## config.mk

```make
export PLATFORM = sky130hd
export DESIGN_NAME = matrix_key_scan_flat
export DESIGN_NICKNAME = d
export VERILOG_FILES = /design/src/rtl/matrix_key_scan_if.sv /design/src/rtl/matrix_key_scan.sv /design/src/flat_wrapper.sv
export SDC_FILE = /design/constraint.sdc
export NUM_CORES = 1
export LEC_CHECK = 0
export CORE_AREA = 2 2 128 130
export CTS_BUF_LIST = sky130_fd_sc_hd__clkbuf_4
export DETAILED_ROUTE_END_ITERATION = 10
export DIE_AREA = 0 0 130 132
export GPL_ROUTABILITY_DRIVEN = 0
export MAX_ROUTING_LAYER = met4
export PLACE_DENSITY = 0.48
export SETUP_SLACK_MARGIN = 0.3
export SYNTH_ARGS = -nofsm -noshare
export SYNTH_HDL_FRONTEND = slang
export SYNTH_SLANG_ARGS = --single-unit
```

## constraint.sdc

```tcl
create_clock -name CLK -period 5.8 [get_ports CLK]
set_input_delay 0.58 -clock CLK [delete_from_list [all_inputs] [get_ports CLK]]
set_output_delay 0.58 -clock CLK [all_outputs]
set_load 0.1 [all_outputs]
```

## src/rtl/matrix_key_scan_if.sv

```systemverilog
// Keypad-side bundle for matrix_key_scan: row strobe out, column sense in, key event reporting.
interface matrix_key_scan_if;
  logic [3:0] Col_In;
  logic [3:0] Row_Out;
  logic [3:0] Key_Code;
  logic       Key_Valid;
  logic       Key_Down;

  modport master (output Col_In, input Row_Out, Key_Code, Key_Valid, Key_Down);
  modport slave  (input Col_In, output Row_Out, Key_Code, Key_Valid, Key_Down);
endinterface

```

## src/rtl/matrix_key_scan.sv

```systemverilog
// 4x4 keypad scanner: active-low row strobe, synchronized column read-back, whole-frame debounce
// and single-key event reporting. Auto-repeat is built only when KEY_REPEAT_EN is defined.
module matrix_key_scan #(
  parameter logic [18:0] SCAN_TICK     = 19'd500_000,
  parameter logic [3:0]  DEBOUNCE_CNT  = 4'd4
`ifdef KEY_REPEAT_EN
  ,
  parameter logic [7:0]  REPEAT_FRAMES = 8'd50
`endif
) (
  input  logic             CLK,
  input  logic             RSTn,
  matrix_key_scan_if.slave bus
);
  // state     | meaning
  // ST_OPEN   | unlocked: the next debounced single key is reported
  // ST_LOCKED | a key or chord was taken; wait for a debounced all-released frame
  typedef enum logic {ST_OPEN = 1'b0, ST_LOCKED = 1'b1} state_t;

  state_t      r_state;
  state_t      w_state_nxt;
  logic [18:0] r_cnt;
  logic [1:0]  r_row;
  logic [3:0]  r_col_s1;
  logic [3:0]  r_col_s2;
  logic [15:0] r_raw;
  logic [15:0] r_stored;
  logic [15:0] r_deb;
  logic [3:0]  r_match;
  logic        r_frame_done;
  logic [3:0]  r_key_code;
  logic        r_key_valid;

  logic        w_tick;
  logic [3:0]  w_match_inc;
  logic        w_deb_upd;
  logic        w_fire;
  logic        w_rep_fire;
  logic [3:0]  w_key_idx;

  assign w_tick      = (r_cnt == SCAN_TICK);
  assign w_match_inc = r_match + 4'd1;
  // Saturated count never equals DEBOUNCE_CNT again after incrementing, so this fires once per new frame.
  assign w_deb_upd   = r_frame_done && (r_raw == r_stored) && (w_match_inc == DEBOUNCE_CNT);

  always_ff @(posedge CLK or negedge RSTn) begin
    if (!RSTn) begin
      r_cnt        <= '0;
      r_row        <= '0;
      r_col_s1     <= 4'hF;
      r_col_s2     <= 4'hF;
      r_raw        <= '0;
      r_frame_done <= 1'b0;
    end else begin
      r_col_s1     <= bus.Col_In;
      r_col_s2     <= r_col_s1;
      r_frame_done <= w_tick && (r_row == 2'd3);
      if (w_tick) begin
        r_cnt                         <= '0;
        r_row                         <= r_row + 2'd1;
        r_raw[{r_row, 2'b00} +: 4]    <= ~r_col_s2;
      end else begin
        r_cnt <= r_cnt + 19'd1;
      end
    end
  end

  always_ff @(posedge CLK or negedge RSTn) begin
    if (!RSTn) begin
      r_stored <= '0;
      r_match  <= '0;
      r_deb    <= '0;
    end else begin
      if (r_frame_done) begin
        if (r_raw != r_stored) begin
          r_stored <= r_raw;
          r_match  <= '0;
        end else if (r_match != DEBOUNCE_CNT) begin
          r_match <= w_match_inc;
        end
      end
      if (w_deb_upd) r_deb <= r_stored;
    end
  end

  always_comb begin
    w_key_idx = '0;
    for (int i = 0; i < 16; i++) begin
      if (r_stored[i]) w_key_idx = 4'(i);
    end
  end

  always_ff @(posedge CLK or negedge RSTn) begin
    if (!RSTn) r_state <= ST_OPEN;
    else       r_state <= w_state_nxt;
  end

  always_comb begin
    w_state_nxt = r_state;
    w_fire      = 1'b0;
    if (w_deb_upd) begin
      if (r_stored == '0) begin
        w_state_nxt = ST_OPEN;
      end else if ($onehot(r_stored)) begin
        if (r_state == ST_OPEN) begin
          w_fire      = 1'b1;
          w_state_nxt = ST_LOCKED;
        end
      end else begin
        w_state_nxt = ST_LOCKED;
      end
    end
  end

`ifdef KEY_REPEAT_EN
  logic [7:0] r_rep_cnt;
  logic [7:0] w_rep_inc;
  logic       w_rep_arm;

  assign w_rep_inc  = r_rep_cnt + 8'd1;
  // Armed only while the held key is the one whose code is currently reported.
  assign w_rep_arm  = $onehot(r_deb) && (r_state == ST_LOCKED) && r_deb[r_key_code];
  assign w_rep_fire = r_frame_done && !w_deb_upd && w_rep_arm && (w_rep_inc == REPEAT_FRAMES);

  always_ff @(posedge CLK or negedge RSTn) begin
    if (!RSTn) begin
      r_rep_cnt <= '0;
    end else if (w_deb_upd) begin
      r_rep_cnt <= '0;
    end else if (r_frame_done && w_rep_arm) begin
      r_rep_cnt <= (w_rep_inc == REPEAT_FRAMES) ? 8'd0 : w_rep_inc;
    end
  end
`else
  assign w_rep_fire = 1'b0;
`endif

  always_ff @(posedge CLK or negedge RSTn) begin
    if (!RSTn) begin
      r_key_code  <= '0;
      r_key_valid <= 1'b0;
    end else begin
      if (w_fire) r_key_code <= w_key_idx;
      r_key_valid <= w_fire || w_rep_fire;
    end
  end

  assign bus.Row_Out   = ~(4'b1000 >> r_row);
  assign bus.Key_Code  = r_key_code;
  assign bus.Key_Valid = r_key_valid;
  assign bus.Key_Down  = |r_deb;

endmodule
```

## src/flat_wrapper.sv

```systemverilog
// flat-port wrapper written by rule: the top's interface ports become plain ports
module matrix_key_scan_flat 
#(
  parameter logic [18:0] SCAN_TICK     = 19'd500_000,
  parameter logic [3:0]  DEBOUNCE_CNT  = 4'd4

)
  (CLK, RSTn, bus_Col_In, bus_Row_Out, bus_Key_Code, bus_Key_Valid, bus_Key_Down);
  matrix_key_scan_if bus_i ();
  input  logic CLK;
  input  logic RSTn;
  input wire logic [$bits(bus_i.Col_In)-1:0] bus_Col_In;
  output wire logic [$bits(bus_i.Row_Out)-1:0] bus_Row_Out;
  output wire logic [$bits(bus_i.Key_Code)-1:0] bus_Key_Code;
  output wire logic [$bits(bus_i.Key_Valid)-1:0] bus_Key_Valid;
  output wire logic [$bits(bus_i.Key_Down)-1:0] bus_Key_Down;
  assign bus_i.Col_In = bus_Col_In;
  assign bus_Row_Out = bus_i.Row_Out;
  assign bus_Key_Code = bus_i.Key_Code;
  assign bus_Key_Valid = bus_i.Key_Valid;
  assign bus_Key_Down = bus_i.Key_Down;
  matrix_key_scan #(.SCAN_TICK(SCAN_TICK), .DEBOUNCE_CNT(DEBOUNCE_CNT)) u_core (.CLK(CLK), .RSTn(RSTn), .bus(bus_i));
endmodule
```

==> results of run 1 <==
-- logic make-up after synthesis --
family / count (synthesis) / synth area share, %
AOI/OAI and AO/OA: 20 / 2.74
adders and majority gates: 42 / 13.1
buffers and inverters: 53 / 4.63
DFF: 88 / 47.6
and+or+nand+nor: 108 / 12.9
muxes: 55 / 13.3
xor gates and xnor gates: 31 / 5.84
-- synth_stat cells, drive strengths merged --
library cell   n
o311ai         1
o2111ai        1
o211ai         1
o221ai         1
dfstp          8
xor2           7
nand2         14
or2            1
a21boi         2
o31ai          2
buf            4
inv           48
o21ai          5
or4b           1
ha            31
fa            11
mux2          53
dfrtp         80
and4           2
nand3         17
a21oi          4
xnor2         24
nor2          33
and3           2
o22ai          1
nor2b          2
nor4b          1
or3            2
nand4         14
a31oi          2
mux2i          2
and2           2
nand3b         4
nand2b         3
nor4          10
clkbuf         1
-- sequential cells by signal, indices dropped and copies added, names as in the netlist --
signal,flops
u_core.r_deb,16
u_core.bus.Key_Code,4
u_core.r_state,1
u_core.r_stored,16
u_core.r_frame_done,1
u_core.r_cnt,19
u_core.r_match,4
u_core.r_raw,16
u_core.r_col_s1,4
u_core.r_row,2
u_core.bus.Key_Valid,1
u_core.r_col_s2,4
-- worst max path at each step --
stage / endpoint / slack (ns) / cells after the start
final: u_core.bus.Key_Code[0]$_DFFE_PN0P_ / 0.98 / 15
after CTS: u_core.bus.Key_Code[0]$_DFFE_PN0P_ / 0.93 / 15
after global placement: u_core.bus.Key_Code[3]$_DFFE_PN0P_ / 0.99 / 15
after floorplan: u_core.bus.Key_Code[0]$_DFFE_PN0P_ / 1.25 / 15
after global routing: u_core.bus.Key_Code[2]$_DFFE_PN0P_ / 0.66 / 15
after detailed placement: u_core.bus.Key_Code[2]$_DFFE_PN0P_ / 0.96 / 15
-- routing by layer --
layer  global-route usage, %  share of wire (%)  wire [um]
met2                    17.6                 47       4160
met5                       -                  0          0
met1                    15.4                 49       4330
met4                    2.51               0.91         80
met3                    3.41                2.9        260
-- worst max-delay path, cell delays in order, from the launching register on --
cell	delay, ns
dfrtp_1	0.48
inv_1	0.11
ha_1	0.29
inv_1	0.05
fa_1	0.44
fa_1	0.49
fa_1	0.54
inv_1	0.05
fa_1	0.47
ha_1	0.23
fa_1	0.45
nor4b_1	0.32
nand4_1	0.13
nor2_1	0.11
nand4_1	0.22
mux2_2	0.36
-- per-stage QoR --
step                power [uW]  utilization, %  setup WS [ns]  instance area (sq um)
global route               985            32.9          0.657                   5160
finish                     937            32.9          0.982                   5160
CTS                        959            32.9          0.930                   5160
global placement           649            32.1          0.988                   5040
detailed placement         650            32.1          0.957                   5040
floorplan                  632               -           1.25                   4650
-- final cells by class --
cell class                 instances  share of cell area (%)
multi-input combinational        256                    43.0
timing repair buffer              17                    3.20
sequential                        88                    42.8
tap                              216                    5.23
inverter                          48                    3.49
clock buffer                       9                    1.31
clock inverter                     7                   0.921
-- report_power, final --
group	total (uW)	switching, uW	leakage (uW)	internal (uW)
Clock	300	212	0.0000637	88.1
Sequential	621	2.21	0.00119	619
Combinational	16.4	12.3	0.00121	4.03
==> results.yml, run 1 <==
worst_setup_path:
  path_max_fanout: 7
  cp.required_ns: 6.14
  critical_path.startpoint: "u_core.r_stored[14]$_DFFE_PN0P_"
  r2r_cells: 15
  r2r_slack_ns: 0.98
  r2r_start: "u_core.r_stored[14]$_DFFE_PN0P_"
  crit_path_end_kind: "register"
  cp-start-kind: "register"
  path_class: "register to register"
  r2r_end: "u_core.bus.Key_Code[0]$_DFFE_PN0P_"
  crit_arrival_ns: 5.16
floorplanning:
  rows: 46
  die_h_um: 132
  core_sq_um: 15700
  die-area_sq_um: 17200
  die_w_um: 130
  start_util_pct: 29.6
  io_pins: 16
finish:
  stdcell_count: 641
  fillers: 1594
  final_layout_size_suffix_gt1_share_pct: 19.3
  seq_area_sq_um: 2210
  multi_input_area_sq_um: 2220
  fin_nets: 468
  layout_commonest_cell: "dfrtp_1"
  syn_to_final_growth_pct: 11.1
  num_antenna_cells: 0
  most-common-layout-cells: "dfrtp_1 (80), mux2_2 (53), inv_1 (48)"
yosys:
  syn_nets: 445
  avgSynthCellArea_sq_um: 11.7
  synthDistinctLibCells: 40
  yosysWarnings: 0
  netlist_instances: 397
  yosys.area.top_type: "dfrtp_1"
  ys_ff_latch: 88
  syn_area_sq_um: 4650
  seq_area_frac_synth_pct: 47.6
  synth_area_leaders: "dfrtp_1 (43%), mux2_2 (13%), ha_1 (8.3%)"
  synth_top_area_share_pct: 43.1
power_and_ir_drop:
  powerDensity_nw_per_um2: 181
  total_leakage_power_uw: 0.00246
  ir_drop_mv: 0.130
worst_hold_path:
  hold_depth: 0
  min_to: "u_core.r_col_s2[3]$_DFF_PN1_"
  holdCritStartpoint: "u_core.r_col_s1[3]$_DFF_PN1_"
  min_path_type: "register to register"
global_route:
  grt_max_degree: 81
  grt_usage_pct: 11.6
  overflow: 0
  grt_pass1_wl_um: 15300
  grt_pass1_vias: 3013
  antenna_found_initial: 0
clock_tree:
  hold_buffers: 1
  cts-buffers-inserted: 9
  clkLatencyLatePin_ns: 0.45
  clk_pin_slew_ns: 0.13
  cts_tree: "built"
  clkSinkCount: 88
  postCtsSetupBuffers: 0
  cts_resized: 0
  max-clock-path-buffers: 2
  clock-root-buffer: "clkbuf_4"
  htreeDepth: 3
sta:
  setup_tns_ns: 0
  worst_pin_slew_ns: 1.02
  setup_viol: 0
  fin_crit_sh_pct: 83.1
  rsz0062_at_grt: "false"
  max_freq_ghz: 0.208
  slew-limit-headroom_pct: 31.9
  drv_slew: 0
  finClkSkew_ns: 0.0216
  worst_hold_slack_ns: 0.365
  finalHoldViolations: 0
  finalCriticalPeriod_ns: 4.82
detailed_routing:
  drt-initial-drc-count: 100
  vias_per_cell: 4.47
  routedWlPerCell_um: 13.8
  drc: 0
  wirelength_um: 8830
  drtAntennaViolNets: 0
  num_vias: 2867
  drtPass1Iterations: 4
placement:
  io_buffers: 15
  dp.cells: 624
  dp_hpwl_um: 6500
flow_run:
  maxCapViolCount: 0
outcome:
  status: "completed"
No activity file was read; power rests on OpenSTA's default activity.
==> run 2, diff against run 1 <==
- clock period: 5.8 -> 5.05 ns (I/O delays scaled with it)
==> run 2 against run 1 <==
  * Global-route usage is 0.43 points higher
  * First-iteration DRC count grew 24%
  * Maximum frequency is 3.6% higher
  * Die area is the same
  * Sequential power is 15% higher
  * Via count up 1.9%
  * Combinational power increased by 16%
  * Critical path type unchanged
  * Critical endpoint is now u_core.bus.Key_Code[2]$_DFFE_PN0P_
  * Largest cell class unchanged
  * Largest power group unchanged
==> results.yml, run 2 (synthesized netlist as in run 1, its figures left out) <==
outcome:
  status: "completed"
global_route:
  grt_pass1_vias: 3082
  busiest_layer: "met2"
  overflow: 0
  antenna_found_initial: 0
  grt_use_met3_pct: 3.29
  grt_usage_pct: 12.0
  use_met1_pct: 16.0
  grt_pass1_wl_um: 15600
  met2_usage_pct: 18.4
  grt_max_degree: 56
floorplanning:
  io_pins: 16
  start_util_pct: 29.6
  die-area_sq_um: 17200
  die_w_um: 130
  core_sq_um: 15700
  die_h_um: 132
  rows: 46
sta:
  finalHoldViolations: 0
  rsz0062_at_grt: "true"
  setup_tns_ns: 0
  finClkSkew_ns: 0.0277
  worst_pin_slew_ns: 0.974
  drv_slew: 0
  worst_hold_slack_ns: 0.367
  layout_setup_ws_ns: 0.400
  fin_crit_sh_pct: 92.1
  slew-limit-headroom_pct: 34.9
  setup_viol: 0
  max_freq_ghz: 0.215
  finalCriticalPeriod_ns: 4.65
detailed_routing:
  drc: 0
  drt-initial-drc-count: 124
  vias_per_cell: 4.43
  wirelength_um: 9330
  num_vias: 2922
  routedWlPerCell_um: 14.2
  drtAntennaViolNets: 0
  drtPass1Iterations: 4
clock_tree:
  htreeDepth: 3
  clk_pin_slew_ns: 0.14
  clkLatencyLatePin_ns: 0.46
  cts-buffers-inserted: 9
  max-clock-path-buffers: 2
  cts_tree: "built"
  clock-root-buffer: "clkbuf_4"
  clkSinkCount: 88
placement:
  dp_hpwl_um: 6710
  pre_cts_slack_ns: 0.221
  io_buffers: 15
worst_hold_path:
  min_path_type: "register to register"
finish:
  num_antenna_cells: 0
  final_layout_size_suffix_gt1_share_pct: 29.1
  largest_reg_flops: 19
  layout_commonest_cell: "dfrtp_1"
  syn_to_final_growth_pct: 17.0
  fin_nets: 486
  most-common-layout-cells: "dfrtp_1 (71), mux2_2 (51), inv_1 (38)"
  fillers: 1597
  regMostFlops: "u_core.r_cnt"
worst_setup_path:
  crit_path_end_kind: "register"
  path_max_fanout: 7
  cp.required_ns: 5.40
  crit_arrival_ns: 5.00
  cp-start-kind: "register"
  path_class: "register to register"
flow_run:
  maxCapViolCount: 0
power_and_ir_drop:
  total_leakage_power_uw: 0.00256
  powerDensity_nw_per_um2: 218
  ir_drop_mv: 0.206
## run 2: cell types whose count changed in the layout (fill, tap and decap cells not counted), moves of 2 or more
cell,delta
fa_1,-3
inv_1,-10
mux2_2,-2
buf_4,+17
bufinv_16,+2
clkinv_2,-2
ha_4,+4
ha_1,-5
mux2_4,+2
inv_2,+10
fa_2,+3
dfrtp_1,-9
dfrtp_2,+9
## run 2: path summary, 6_finish.rpt
path / start / to / slack [ns] / depth (start not counted)
worst max-delay path: u_core.r_stored[11]$_DFFE_PN0P_ / u_core.bus.Key_Code[2]$_DFFE_PN0P_ / 0.40 / 15
worst min-delay path: u_core.r_col_s1[2]$_DFF_PN1_ / u_core.r_col_s2[2]$_DFF_PN1_ / 0.37 / 0
worst max register to register: u_core.r_stored[11]$_DFFE_PN0P_ / u_core.bus.Key_Code[2]$_DFFE_PN0P_ / 0.40 / 15
worst min register to register: u_core.r_col_s1[2]$_DFF_PN1_ / u_core.r_col_s2[2]$_DFF_PN1_ / 0.37 / 0
max in group asynchronous: RSTn / u_core.r_stored[15]$_DFFE_PN0P_ / 3.42 / 3
min in group asynchronous: RSTn / u_core.r_raw[3]$_DFFE_PN0P_ / 0.53 / 2
## run 2: worst max-delay path, cell delays in order, from the launching register on
cell	delay (ns)
dfrtp_2	0.50
ha_4	0.18
inv_1	0.07
fa_1	0.45
fa_1	0.51
fa_1	0.53
inv_2	0.04
fa_1	0.44
ha_2	0.20
fa_1	0.51
nor4b_2	0.28
nand4_1	0.11
nor2_1	0.12
nand4_1	0.11
buf_6	0.19
mux2_4	0.29
## run 2: final cells by class
cell class | count | area, sq um | share of cell area [%]
Clock buffer | 10 | 75.1 | 1.38
Clock inverter | 6 | 92.6 | 1.70
Inverter | 48 | 180 | 3.31
Multi-Input combinational cell | 256 | 2300 | 42.2
Sequential cell | 88 | 2220 | 40.9
Tap cell | 216 | 270 | 4.97
Timing Repair Buffer | 35 | 304 | 5.59
## run 2: per-layer routing
layer  wire length [um]  part of all wire [%]
met5                  0                     0
met2               4410                    47
met4                129                   1.4
met3                259                   2.8
met1               4530                    49
## run 2: what timing repair did
action / 4_1_cts / 5_1_grt
hold endpoints to repair: 25 / 0
hold buffers: 1 / 0
resized for setup: 6 / 26
setup endpoints to repair: 4 / 4
buffers inserted: 5 / 9
pin swaps: 1 / 14
## run 2: report_power, final
group	switching [uW]	leakage [uW]	internal (uW)
sequential	2.47	0.00117	711
clock	247	0.0000832	209
combinational	14.4	0.00130	4.62
total	264	0.00256	924
## run 2: metrics by stage
step	utilization (%)	total power (uW)	cells	area (sq um)
3_5_place_dp	32.3	746	628	5070
3_3_place_gp	32.3	746	628	5070
4_1_cts	33.7	1210	650	5290
5_1_grt	34.6	1240	659	5440
6_report	34.6	1190	659	5440
2_1_floorplan	-	726	397	4650
==> run 3, diff against run 2 <==
- SETUP_SLACK_MARGIN: 0.3 -> default
==> run 3 against run 2 <==
  * Wire length decreased by 3.2%
  * Critical path type unchanged
  * Sequential power about the same
  * Count of clock-buffer cells in the layout unchanged
  * Setup slack worse by 0.091 ns
  * Combinational power about the same
  * Cell area down 3.3%
  * Hold slack is essentially flat
  * Clock power barely moved
  * Largest cell class unchanged
  * Non-clock buffer count fell by 14
  * Die area did not move
==> results.yml, run 3 (synthesized netlist as in run 1, its figures left out) <==
worst_setup_path:
  path_max_fanout: 7
  crit_arrival_ns: 5.09
  cp-start-kind: "register"
  cp.required_ns: 5.40
  path_class: "register to register"
  crit_path_end_kind: "register"
placement:
  pre_cts_slack_ns: 0.221
  io_buffers: 15
  dp.cells: 628
  dp_hpwl_um: 6710
finish:
  layout_commonest_cell: "dfrtp_1"
  most-common-layout-cells: "dfrtp_1 (74), mux2_2 (53), inv_1 (48)"
  largest_reg_flops: 19
  fillers: 1601
  regMostFlops: "u_core.r_cnt"
  num_antenna_cells: 0
  fin_nets: 472
  stdcell_count: 645
  syn_to_final_growth_pct: 13.2
  final_layout_size_suffix_gt1_share_pct: 21.9
floorplanning:
  die_w_um: 130
  die_h_um: 132
  rows: 46
  core_sq_um: 15700
  start_util_pct: 29.6
  io_pins: 16
  die-area_sq_um: 17200
clock_tree:
  clk_pin_slew_ns: 0.14
  clkLatencyLatePin_ns: 0.46
  cts_tree: "built"
  clock-root-buffer: "clkbuf_4"
  htreeDepth: 3
  max-clock-path-buffers: 2
  clkSinkCount: 88
  postCtsSetupBuffers: 0
  cts-buffers-inserted: 9
detailed_routing:
  drtPass1Iterations: 4
  drt-initial-drc-count: 150
  drc: 0
  drtAntennaViolNets: 0
  vias_per_cell: 4.43
  routedWlPerCell_um: 14.0
  num_vias: 2857
  wirelength_um: 9030
global_route:
  grt_pass1_wl_um: 15400
  overflow: 0
  grt_usage_pct: 11.9
  grt_pass1_vias: 3045
  antenna_found_initial: 0
  grt_max_degree: 56
sta:
  rsz0062_at_grt: "false"
  layout_setup_ws_ns: 0.310
  worst_pin_slew_ns: 0.974
  max_freq_ghz: 0.211
  fin_crit_sh_pct: 93.9
  setup_viol: 0
  slew-limit-headroom_pct: 34.9
  finalHoldViolations: 0
  finalCriticalPeriod_ns: 4.74
  finClkSkew_ns: 0.0278
  setup_tns_ns: 0
  drv_slew: 0
power_and_ir_drop:
  ir_drop_mv: 0.206
  total_leakage_power_uw: 0.00249
  powerDensity_nw_per_um2: 226
worst_hold_path:
  min_path_type: "register to register"
flow_run:
  maxCapViolCount: 0
outcome:
  status: "completed"
## run 3: area by class of cell
| cell class | count | area (sq um) | area share (%) |
|---|---|---|---|
| Sequential cell | 88 | 2220 | 42.2 |
| Clock inverter | 6 | 92.6 | 1.76 |
| Timing Repair Buffer | 21 | 195 | 3.71 |
| Multi-Input combinational cell | 256 | 2230 | 42.4 |
| Clock buffer | 10 | 75.1 | 1.43 |
| Inverter | 48 | 180 | 3.42 |
| Tap cell | 216 | 270 | 5.14 |
## run 3: metal layers
metal	global-route usage (%)	routed length, um	vias to the layer above
met5	-	0	-
met1	16.0	4480	1423
met2	17.9	4220	29
met4	2.81	93	0
li1	-	-	1398
met3	3.29	245	7
## run 3: metrics by stage
stage | instance area (sq um) | hold WS [ns] | utilization [%] | power (uW)
after global routing | 5260 | 0.376 | 33.5 | 1240
after floorplan | 4650 | 0.209 | - | 726
after global placement | 5070 | 0.346 | 32.3 | 746
final | 5260 | 0.367 | 33.5 | 1190
after detailed placement | 5070 | 0.349 | 32.3 | 746
after CTS | 5250 | 0.369 | 33.4 | 1210
## run 3: path summary, 6_finish.rpt
path | start | cells past startpoint | to | slack, ns
worst max-delay path | u_core.r_stored[14]$_DFFE_PN0P_ | 15 | u_core.bus.Key_Code[2]$_DFFE_PN0P_ | 0.31
worst min-delay path | u_core.r_col_s1[2]$_DFF_PN1_ | 0 | u_core.r_col_s2[2]$_DFF_PN1_ | 0.37
worst max register to register | u_core.r_stored[14]$_DFFE_PN0P_ | 15 | u_core.bus.Key_Code[2]$_DFFE_PN0P_ | 0.31
worst min register to register | u_core.r_col_s1[2]$_DFF_PN1_ | 0 | u_core.r_col_s2[2]$_DFF_PN1_ | 0.37
max in group asynchronous | RSTn | 3 | u_core.r_stored[15]$_DFFE_PN0P_ | 3.43
min in group asynchronous | RSTn | 2 | u_core.r_raw[3]$_DFFE_PN0P_ | 0.53
## run 3: worst max-delay path, stage by stage (launching register included)
cell and delay (ns):
dfrtp_2 0.46, inv_1 0.09, ha_1 0.28, inv_1 0.05, fa_1 0.44, fa_1 0.49, fa_1 0.54, inv_1 0.05
fa_1 0.47, ha_1 0.23, fa_1 0.47, nor4b_2 0.26, nand4_1 0.12, nor2_1 0.11, nand4_1 0.22, mux2_2 0.37
## run 3: report_power, final
part	switching [uW]	internal, uW
clock	248	209
combinational	14.3	4.62
sequential	2.48	711
## run 3: timing repair
action / CTS / global route
hold buffers: 1 / 0
gates resized for setup: 0 / 7
hold endpoints to repair: 25 / 0
setup endpoints to repair: 0 / 4
